### src/rtl/pdp8_mem_pkg.sv
// Shared types and widths for the core memory cycle controller.
package pdp8_mem_pkg;

   localparam int ADDR_W = 15;
   localparam int WORD_W = 12;
   localparam int TMO_W  = 8;
   localparam int HOLD_W = 7;

   typedef enum logic [1:0] {
      ST_IDLE      = 2'd0,
      ST_START     = 2'd1,
      ST_WAIT_DONE = 2'd2,
      ST_DONE      = 2'd3
   } mem_state_e;

   typedef enum logic {
      OWN_CPU = 1'b0,
      OWN_BRK = 1'b1
   } mem_owner_e;

endpackage

### src/rtl/mem_watchdog.sv
// Bounds the wait for memory completion and keeps a sticky timeout flag.
module mem_watchdog
   import pdp8_mem_pkg::*;
#(
   parameter int TIMEOUT = 200
) (
   input  logic clk,
   input  logic rst_n,
   input  logic clear_i,
   input  logic run_i,
   output logic expire_o,
   output logic timeout_err_o
);

   localparam logic [TMO_W-1:0] TMO_LAST = TMO_W'(TIMEOUT - 1);

   logic [TMO_W-1:0] cnt_q, cnt_d;
   logic             err_q, err_d;

   // The final waiting cycle forces completion on the next edge
   assign expire_o      = run_i && (cnt_q == TMO_LAST);
   assign timeout_err_o = err_q;

   // Count waiting cycles and latch the error once the limit is reached
   always_comb begin
      cnt_d = cnt_q;
      err_d = err_q;
      if (clear_i) begin
         cnt_d = '0;
      end else if (run_i) begin
         cnt_d = cnt_q + TMO_W'(1);
      end else begin
         cnt_d = cnt_q;
      end
      if (expire_o) begin
         err_d = 1'b1;
      end else begin
         err_d = err_q;
      end
   end

   // Counter and sticky flag; only reset clears the flag
   always_ff @(posedge clk) begin
      if (!rst_n) begin
         cnt_q <= '0;
         err_q <= 1'b0;
      end else begin
         cnt_q <= cnt_d;
         err_q <= err_d;
      end
   end

endmodule

### src/rtl/mem_ctl.sv
// Memory cycle controller: arbitrates CPU vs data break (break first),
// sequences mem_start / done handshake and returns read data.
module mem_ctl
   import pdp8_mem_pkg::*;
#(
   parameter int START_HOLD = 4,
   parameter int TIMEOUT    = 200
) (
   input  logic              clk,
   input  logic              rst_n,
   input  logic              cpu_req,
   input  logic [ADDR_W-1:0] cpu_addr,
   input  logic              cpu_wr,
   input  logic [WORD_W-1:0] cpu_wdata,
   output logic              cpu_grant,
   output logic              cpu_ack,
   input  logic              brk_req,
   input  logic [ADDR_W-1:0] brk_addr,
   input  logic              brk_wr,
   input  logic [WORD_W-1:0] brk_wdata,
   output logic              brk_grant,
   output logic              brk_ack,
   output logic [WORD_W-1:0] rdata,
   output logic              rdata_valid,
   output logic              timeout_err,
   output logic              mem_start,
   input  logic              mem_done_n,
   input  logic              strobe_n,
   output logic [ADDR_W-1:0] mem_addr,
   output logic [WORD_W-1:0] mem_data_in,
   input  logic [WORD_W-1:0] mem_data_out
);

   localparam logic [HOLD_W-1:0] HOLD_LAST = HOLD_W'(START_HOLD - 1);

   mem_state_e        state_q, state_d;
   mem_owner_e        owner_q, owner_d;
   logic [ADDR_W-1:0] addr_q, addr_d;
   logic              wr_q, wr_d;
   logic [WORD_W-1:0] wdata_q, wdata_d;
   logic [HOLD_W-1:0] hold_q, hold_d;
   logic              armed_q, armed_d;
   logic              seen_q, seen_d;
   logic [WORD_W-1:0] rdata_q, rdata_d;
   logic              rvalid_q, rvalid_d;
   logic              start_q, start_d;
   logic              cpu_grant_q, cpu_grant_d, brk_grant_q, brk_grant_d;
   logic              cpu_ack_q, cpu_ack_d, brk_ack_q, brk_ack_d;

   logic              grant_s, done_acc_s, expire_s, wd_run_s, wd_clear_s;

   // A low done is trusted only after a high level was seen this cycle
   assign grant_s    = (state_q == ST_IDLE) && (brk_req || cpu_req);
   assign done_acc_s = (state_q == ST_WAIT_DONE) && armed_q && !mem_done_n;
   assign wd_run_s   = (state_q == ST_WAIT_DONE) && !done_acc_s;
   assign wd_clear_s = (state_q == ST_START);

   mem_watchdog #(
      .TIMEOUT(TIMEOUT)
   ) u_watchdog (
      .clk          (clk),
      .rst_n        (rst_n),
      .clear_i      (wd_clear_s),
      .run_i        (wd_run_s),
      .expire_o     (expire_s),
      .timeout_err_o(timeout_err)
   );

   // Next-state selection for the memory cycle sequence
   always_comb begin
      state_d = state_q;
      case (state_q)
         ST_IDLE: begin
            if (grant_s) state_d = ST_START;
            else         state_d = ST_IDLE;
         end
         ST_START: begin
            if (hold_q == HOLD_LAST) state_d = ST_WAIT_DONE;
            else                     state_d = ST_START;
         end
         ST_WAIT_DONE: begin
            if (done_acc_s || expire_s) state_d = ST_DONE;
            else                        state_d = ST_WAIT_DONE;
         end
         ST_DONE: state_d = ST_IDLE;
         default: state_d = ST_IDLE;
      endcase
   end

   // Latched request, handshake tracking and next values of all outputs
   always_comb begin
      owner_d = owner_q;
      addr_d  = addr_q;
      wr_d    = wr_q;
      wdata_d = wdata_q;
      if (state_q == ST_IDLE) begin
         if (brk_req) begin
            owner_d = OWN_BRK;
            addr_d  = brk_addr;
            wr_d    = brk_wr;
            wdata_d = brk_wdata;
         end else if (cpu_req) begin
            owner_d = OWN_CPU;
            addr_d  = cpu_addr;
            wr_d    = cpu_wr;
            wdata_d = cpu_wdata;
         end else begin
            owner_d = owner_q;
         end
      end else if (state_q == ST_DONE) begin
         owner_d = OWN_CPU;
         addr_d  = '0;
         wr_d    = 1'b0;
         wdata_d = '0;
      end else begin
         owner_d = owner_q;
      end

      hold_d = (state_q == ST_START) ? (hold_q + HOLD_W'(1)) : '0;

      armed_d = armed_q;
      if (grant_s) begin
         armed_d = 1'b0;
      end else if (((state_q == ST_START) || (state_q == ST_WAIT_DONE)) && mem_done_n) begin
         armed_d = 1'b1;
      end else begin
         armed_d = armed_q;
      end

      seen_d   = seen_q;
      rdata_d  = rdata_q;
      rvalid_d = 1'b0;
      if (grant_s) begin
         seen_d = 1'b0;
      end else if ((state_q == ST_WAIT_DONE) && !strobe_n && !seen_q) begin
         seen_d   = 1'b1;
         rdata_d  = mem_data_out;
         rvalid_d = 1'b1;
      end else begin
         seen_d = seen_q;
      end

      start_d     = (state_d == ST_START);
      cpu_grant_d = (state_d != ST_IDLE) && (owner_d == OWN_CPU);
      brk_grant_d = (state_d != ST_IDLE) && (owner_d == OWN_BRK);
      cpu_ack_d   = (state_d == ST_DONE) && (owner_d == OWN_CPU);
      brk_ack_d   = (state_d == ST_DONE) && (owner_d == OWN_BRK);
   end

   // State and output registers; reset aborts any cycle in flight
   always_ff @(posedge clk) begin
      if (!rst_n) begin
         state_q     <= ST_IDLE;
         owner_q     <= OWN_CPU;
         addr_q      <= '0;
         wr_q        <= 1'b0;
         wdata_q     <= '0;
         hold_q      <= '0;
         armed_q     <= 1'b0;
         seen_q      <= 1'b0;
         rdata_q     <= '0;
         rvalid_q    <= 1'b0;
         start_q     <= 1'b0;
         cpu_grant_q <= 1'b0;
         brk_grant_q <= 1'b0;
         cpu_ack_q   <= 1'b0;
         brk_ack_q   <= 1'b0;
      end else begin
         state_q     <= state_d;
         owner_q     <= owner_d;
         addr_q      <= addr_d;
         wr_q        <= wr_d;
         wdata_q     <= wdata_d;
         hold_q      <= hold_d;
         armed_q     <= armed_d;
         seen_q      <= seen_d;
         rdata_q     <= rdata_d;
         rvalid_q    <= rvalid_d;
         start_q     <= start_d;
         cpu_grant_q <= cpu_grant_d;
         brk_grant_q <= brk_grant_d;
         cpu_ack_q   <= cpu_ack_d;
         brk_ack_q   <= brk_ack_d;
      end
   end

   // Reads write back what was just read (core restore)
   assign mem_data_in = wr_q ? wdata_q : mem_data_out;
   assign mem_addr    = addr_q;
   assign mem_start   = start_q;
   assign rdata       = rdata_q;
   assign rdata_valid = rvalid_q;
   assign cpu_grant   = cpu_grant_q;
   assign brk_grant   = brk_grant_q;
   assign cpu_ack     = cpu_ack_q;
   assign brk_ack     = brk_ack_q;

endmodule

### config.mk
export PLATFORM = sky130hd
export DESIGN_NAME = mem_ctl
export DESIGN_NICKNAME = d
export VERILOG_FILES = /design/src/rtl/pdp8_mem_pkg.sv /design/src/rtl/mem_watchdog.sv /design/src/rtl/mem_ctl.sv
export SDC_FILE = /design/constraint.sdc
export NUM_CORES = 1
export LEC_CHECK = 0
export BUFFER_PORTS_ARGS = -buffer_cell sky130_fd_sc_hd__buf_4
export CORE_ASPECT_RATIO = 0.5
export CORE_MARGIN = 2
export CORE_UTILIZATION = 54
export CTS_BUF_LIST = sky130_fd_sc_hd__clkbuf_4 sky130_fd_sc_hd__clkbuf_8
export CTS_CLUSTER_DIAMETER = 60
export DETAILED_ROUTE_END_ITERATION = 10
export PLACE_DENSITY = 0.92
export SKIP_LAST_GASP = 1
export SYNTH_ARGS = -nofsm -noshare
export SYNTH_HDL_FRONTEND = slang
export SYNTH_SLANG_ARGS = --single-unit
### constraint.sdc
create_clock -name clk -period 4.3 [get_ports clk]
set_input_delay 0.215 -clock clk [delete_from_list [all_inputs] [get_ports clk]]
set_output_delay 0.215 -clock clk [all_outputs]
set_load 0.005 [all_outputs]
# Yosys cells after proc, flatten, opt, wreduce, memory -nomap -nowiden
# Index checks and enable logic that the tools add are counted.
dict set report totals {
  reg_bits 67
  latch_bits 0
  ramBits 0
  mem_bits_ro 0
  inputBits 74
  output_inout_bits 46
  word_cells 79
  n_memories 0
}
dict set report classes {
  add_sub_neg 2
  mul 0
  div 0
  magnitude_cmp 0
  n_eq_ne 8
  shift 0
  n_mux 22
  bitwise 3
  n_reduce_logical 27
}
# operator n
set ops {}
lappend ops {{2-to-1 mux 12 bit} 5}
lappend ops {{2-to-1 mux 15 bit} 4}
lappend ops {{logical AND 1 bit} 12}
lappend ops {{2-to-1 mux 1 bit} 11}
lappend ops {{adder 8 x 1 -> 8 bit, second input constant} 1}
lappend ops {{equality test 8 bit, second input constant} 1}
lappend ops {{one-hot mux 2 bit (4 select lines)} 1}
lappend ops {{adder 7 x 1 -> 7 bit, second input constant} 1}
lappend ops {{equality test 7 x 2 -> 1 bit, second input constant} 1}
lappend ops {{equality test 2 bit, second input constant} 3}
lappend ops {{AND reduction 2 bit} 3}
lappend ops {{equality test 2 x 1 -> 1 bit, second input constant} 2}
lappend ops {{zero test 1 bit} 4}
lappend ops {{nonzero test 2 bit} 2}
lappend ops {{OR reduction 2 bit} 2}
lappend ops {{logical OR 1 bit} 3}
lappend ops {{inequality test 3 bit, second input constant} 1}
lappend ops {{inverter 1 bit} 3}
lappend ops {{zero test 2 bit} 1}
lappend ops {{2-to-1 mux 2 bit} 1}

# Depth between registers and ports, before layout
dict set report logic_depth {
  ltp_word 11
  mapped_depth 8
}

# Cells and area by module
# Synthesis repeated with hierarchy kept, for this count alone.
dict set report hier_totals {
  hier_cells 306
  hier_area_um2 2976.6
}
# module instances cells_per_inst area_per_inst_um2 seq_area_each_um2
set modules_own_cells {}
lappend modules_own_cells {mem_ctl 1 264 2591.2 1161.1}
lappend modules_own_cells {mem_watchdog 1 42 385.4 180.2}

# Worst setup path after synthesis
# No wires, ideal clock.
dict set report synth_path {
  path_type {flip-flop to flip-flop}
  startpoint {reg state_q[0]}
  endpoint {reg rdata_q[10], in the netlist rdata[10]}
  t_arrival_ns 1.716
  required_ns 4.184
  setup_slack_ns 2.468
  path_stages_with_launch 9
  path_buffers 2
  synth_period_minus_slack_ns 1.832
  cell_sequence {dfxtp_1 > inv_1 > ha_1 > o21a_1 > or4_1 > buf_2 > buf_6 > mux2i_1 > nor2b_1}
}
dict set report synth_via {
  elab_chain_cells 4
}
# item line_no
set synth_rtl {}
lappend synth_rtl {{start, declared} mem_ctl.sv:36} ;# mem_state_e state_q, state_d;
lappend synth_rtl {{start signal, assigned} mem_ctl.sv:169} ;# state_q <= state_d;
lappend synth_rtl {{equality test 2 bit or zero test 2 bit (tied branches)} {mem_ctl.sv:135, mem_ctl.sv:53}}
lappend synth_rtl {{logical AND 1 bit, on equally long branches} {mem_ctl.sv:135, mem_ctl.sv:53}}
lappend synth_rtl {{logical AND 1 bit or inverter 1 bit (tied branches)} --}
lappend synth_rtl {{AND reduction 2 bit (no line) (*)} --}
lappend synth_rtl {{end signal, assigned} mem_ctl.sv:177} ;# rdata_q <= rdata_d;
lappend synth_rtl {{end, declared} mem_ctl.sv:44} ;# logic [WORD_W-1:0] rdata_q, rdata_d;
# Mark *: on every way between the ends. The rest lies on a longest branch, timed or not.
# A chain may end at the register's enable or synchronous reset.

# Worst setup path in the final report
dict set report layout_path {
  startpoint {reg state_q[0]}
  endpoint {reg rdata_q[1], in the netlist rdata[1]}
}
# Same word-level chain as after synthesis.

==> results.md <==
STA:
- The worst path in the final design needs a cycle of between 2000 and 3000 ps, including I/O delays and setup.
- In the final timing run, aggregate negative setup slack is 0 ps.
- The count of final max-slew check failures came to 0.
- The final hold violation count is 0.
- The portion of the clock cycle consumed by the worst path in the final layout is about two thirds.
- Setup repair after global routing left no endpoint under its margin.
- Setup violations remaining at the end of the flow were counted as 0.
- The maximum operating frequency is 346 MHz.
- The measured slew at the worst slew-check pin is approximately 1300 ps.
- In this run the tightest slew margin relative to its limit is around 16%.
- The clock arrives with 5.84 ps of skew.

Layout:
- Compared with the post-synthesis result, the final layout area differs by 36.1%.
- Cells with a size suffix above 1 make up 40.1% of the layout.
- The antenna diode count is 0.
- In the layout the commonest cells are buf_4, dfxtp_1, nor2b_1.
- After filler insertion, the fill cell instance count of the layout stands at between 300 and 400.
- The count of nets after finishing is around 500.
- The library cell used most frequently in the layout, excluding fill and tap cells, is buf_4.

Power:
- The sequential cell fraction of total power is roughly 47%.
- Net switching is 23.4% of the power.
- For this design the total switching power over the nets is approximately 0.00033 W.
- The internal power of the cells totals between 0.001 and 0.0015 W.
- VDD sags by at most between 200 and 250 µV.
- The share of total power dissipated in combinational logic is 16.0%.
- The analysis attributes to cell leakage a power of 1.91 nW.
- For this design the ratio of total power to cell area is roughly 340 mW/mm².
- Overall power consumption after layout is estimated at between 0.001 and 0.0015 W.
- The clock network burns approximately 37% of the power.

Worst setup path:
- The worst reg-to-reg path cell count is 7.
- The startpoint identified for the worst register-to-register timing path is state_q[0].
- The worst setup path is of the flip-flop to flip-flop kind.
- The startpoint class of the critical path is a flip-flop.
- The worst setup path is captured at a flip-flop.
- At the worst endpoint, the arrival time is 3130 ps.
- The endpoint of the worst-slack reg-to-reg timing path is rdata[1].
- Across all register-to-register paths, the minimum setup slack is 1410 ps.
- The highest net fanout along the worst path is 19.
- For the worst setup path, the data required time is 4530 ps.

Floorplan:
- The number of rows created at floorplan is 19.
- The core region is around 0.0055 mm².
- In this run the horizontal extent of the chip is about 110 µm.
- From bottom edge to top edge, the die measures approximately 57 µm.
- The die area is between 0.006 and 0.007 mm².
- The count of boundary I/O pins is 120.
- For this configuration, the core starts out at a cell density of between 50% and 60%.

Yosys:
- The gate count of the mapped netlist is around 300.
- The synthesized design contains 67 register bits.
- During synthesis, Yosys emitted a total of 0 warnings.
- The post-synthesis cell type count is 37.
- The cell area after synthesis is 0.00307 mm².
- When the netlist entered floorplanning its net count stood at about 380.
- The mean area per synthesized cell is between 10 and 15 µm².
- Of the synthesized area, sequential elements account for 43.7%.

Drt:
- In the final routed layout, each cell accounts on average for roughly 16 µm.
- The number of vias per cell after detailed routing is 5.44.
- In this run the remaining antenna-violating nets after routing total 0.
- The routed design has slightly below 8000 µm of wire.
- The routed layout has roughly 2.7k vias.
- Before antenna repair, the detailed router went through 4 iterations.
- The remaining design rule violation count is 0.
- The count of routing violations after the opening detailed-route iteration is 181.

Clocking:
- TritonCTS created 9 clock buffers.
- After clock tree synthesis, the clock-pin slew on the worst setup and hold paths is approximately 70 ps.
- The later pin in the worst-skew pair is clocked with a latency of 340 ps.
- The TritonCTS clock tree is yes.
- The post-cts gate resize count is 0.
- Post-CTS timing repair inserted 0 buffers for setup.
- The clock tree synthesis step divided the H-tree into 3 levels.
- Counting along the longest clock path gives a buffer depth of 2.
- The number of buffers inserted for hold repair after clock tree synthesis is 0.
- The clock net in this run drives a total of 67 sinks.
- The tree is rooted in a clkbuf_8.

Min path:
- The worst hold path passes through 2 cells.
- The min-delay analysis places its worst path in the category primary input to flip-flop.
- The worst hold path terminates at rdata_valid.
- The worst hold path begins at strobe_n.

Global routing:
- In the global route stage, overall resource usage came out at about a quarter.
- Entering global routing, the biggest net connects between 50 and 60 pins.
- The number of global-route vias before repair came to ~2.7k.
- The first global-routing pass estimated 12600 µm of wire.
- The total overflow left after global routing is 0.
- The number of antenna violations at the first check in global routing is 0.

Place:
- The final weighted congestion in routability-driven placement is approximately 0.8.
- In this run the tool buffered the top-level ports with 119 buffer cells.
- The wire-length estimate of the detail-placed layout is between 5000 and 6000 µm.

Flow run:
- The tool flagged a number of max-cap violations equal to 0.

Run status:
- The flow ran to the end, and the final reports show no timing, DRC or antenna violations.
how the worst max path moves through the flow:
stage / start / to / slack, ps / cells past startpoint
after floorplan: state_q[0] / rdata[10] / 2470 / 8
after global placement: state_q[0] / rdata[10] / 1690 / 7
after detailed placement: state_q[0] / rdata[1] / 1520 / 7
after CTS: state_q[0] / rdata[1] / 1450 / 7
after global routing: state_q[0] / rdata[1] / 1210 / 7
final: state_q[0] / rdata[1] / 1410 / 7
cell families after synthesis:
| group | count (synthesis) | synth area share (%) |
|---|---|---|
| buffers and inverters | 25 | 3.58 |
| adders and majority gates | 6 | 2.44 |
| AOI/OAI and AO/OA | 41 | 9.74 |
| and+or+nand+nor | 101 | 18.6 |
| xor gates and xnor gates | 12 | 3.42 |
| DFF | 67 | 43.7 |
| muxes | 52 | 18.6 |
worst max-delay path, cell delays in order (launching register included):
cell and delay (ps):
dfxtp_1 340, inv_1 100, ha_1 350, o21a_1 660
buf_4 330, or4_1 620, mux2i_1 300, nor2b_1 80
registers in the layout, summed over array words and instances, names as in the netlist:
register,flops
cpu_grant,1
wr_q,1
brk_ack,1
seen_q,1
u_watchdog.cnt_q,8
rdata_valid,1
state_q,2
mem_start,1
brk_grant,1
armed_q,1
cpu_ack,1
mem_addr,15
hold_q,7
wdata_q,12
owner_q,1
u_watchdog.timeout_err_o,1
rdata,12
power by group through the flow:
stage | Combinational, W | Clock, W | Sequential, W
global route | 0.000246 | 0.000563 | 0.000670
global placement | 0.000216 | 0 | 0.000678
CTS | 0.000227 | 0.000536 | 0.000667
finish | 0.000228 | 0.000527 | 0.000668
detailed placement | 0.000226 | 0 | 0.000680
floorplan | 0.000116 | 0 | 0.000675
per-layer routing:
layer / global-route usage, % / routed length, µm / up-vias
met5: 0 / 0 / -
met4: 8.75 / 154 / 0
met3: 9.88 / 436 / 16
met2: 47.6 / 4280 / 82
met1: 25.9 / 3060 / 1310
li1: - / - / 1281
per-stage QoR:
| stage | std cells | instance area [µm²] | util (%) | setup slack (ps) | hold slack, ps |
|---|---|---|---|---|---|
| after global routing | 494 | 4180 | 76.1 | 1210 | 44.7 |
| after detailed placement | 479 | 3980 | 72.5 | 1520 | 411 |
| after global placement | 479 | 3980 | 72.5 | 1690 | 409 |
| after floorplan | 304 | 3070 | - | 2470 | 292 |
| after CTS | 494 | 4180 | 76.1 | 1450 | 48.3 |
| final | 494 | 4180 | 76.1 | 1410 | 60.4 |
cell usage after synthesis:
library cell | count | area (µm²)
nand2_1 | 9 | 33.8
o21a_1 | 1 | 7.51
a22oi_1 | 27 | 203
nor2_1 | 17 | 63.8
nor4_1 | 1 | 6.26
mux2_2 | 29 | 327
inv_1 | 5 | 18.8
inv_2 | 2 | 7.51
ha_1 | 6 | 75.1
nor4b_2 | 1 | 15.0
o22ai_1 | 1 | 6.26
a21boi_1 | 2 | 15.0
a21oi_1 | 6 | 30.0
a21oi_2 | 1 | 8.76
buf_1 | 1 | 3.75
o221ai_1 | 1 | 8.76
dfxtp_1 | 67 | 1340
and3_1 | 6 | 37.5
buf_2 | 7 | 35.0
nand4_1 | 4 | 25.0
xnor2_1 | 3 | 26.3
or3_1 | 1 | 6.26
nor4bb_1 | 1 | 10.0
or4_1 | 1 | 7.51
clkbuf_1 | 9 | 33.8
buf_6 | 1 | 11.3
xor2_1 | 9 | 78.8
mux2i_1 | 12 | 120
nor2b_1 | 43 | 269
nor3_1 | 3 | 15.0
and4_1 | 1 | 8.76
mux2_1 | 11 | 124
nand2b_1 | 4 | 25.0
nand3_1 | 7 | 35.0
and2_1 | 2 | 12.5
a221oi_2 | 1 | 15.0
o21ai_0 | 1 | 5.00
final cells by class:
class                           instances  area (µm²)  area share, %
Clock buffer                           13         166           3.98
Clock inverter                          2        35.0          0.838
Inverter                                7        26.3          0.628
Multi-Input combinational cell        212        1620           38.7
Sequential cell                        67        1340           32.1
Tap cell                               73        91.3           2.18
Timing Repair Buffer                  120         901           21.5
Note: power is estimated with default switching activity, not from simulation.
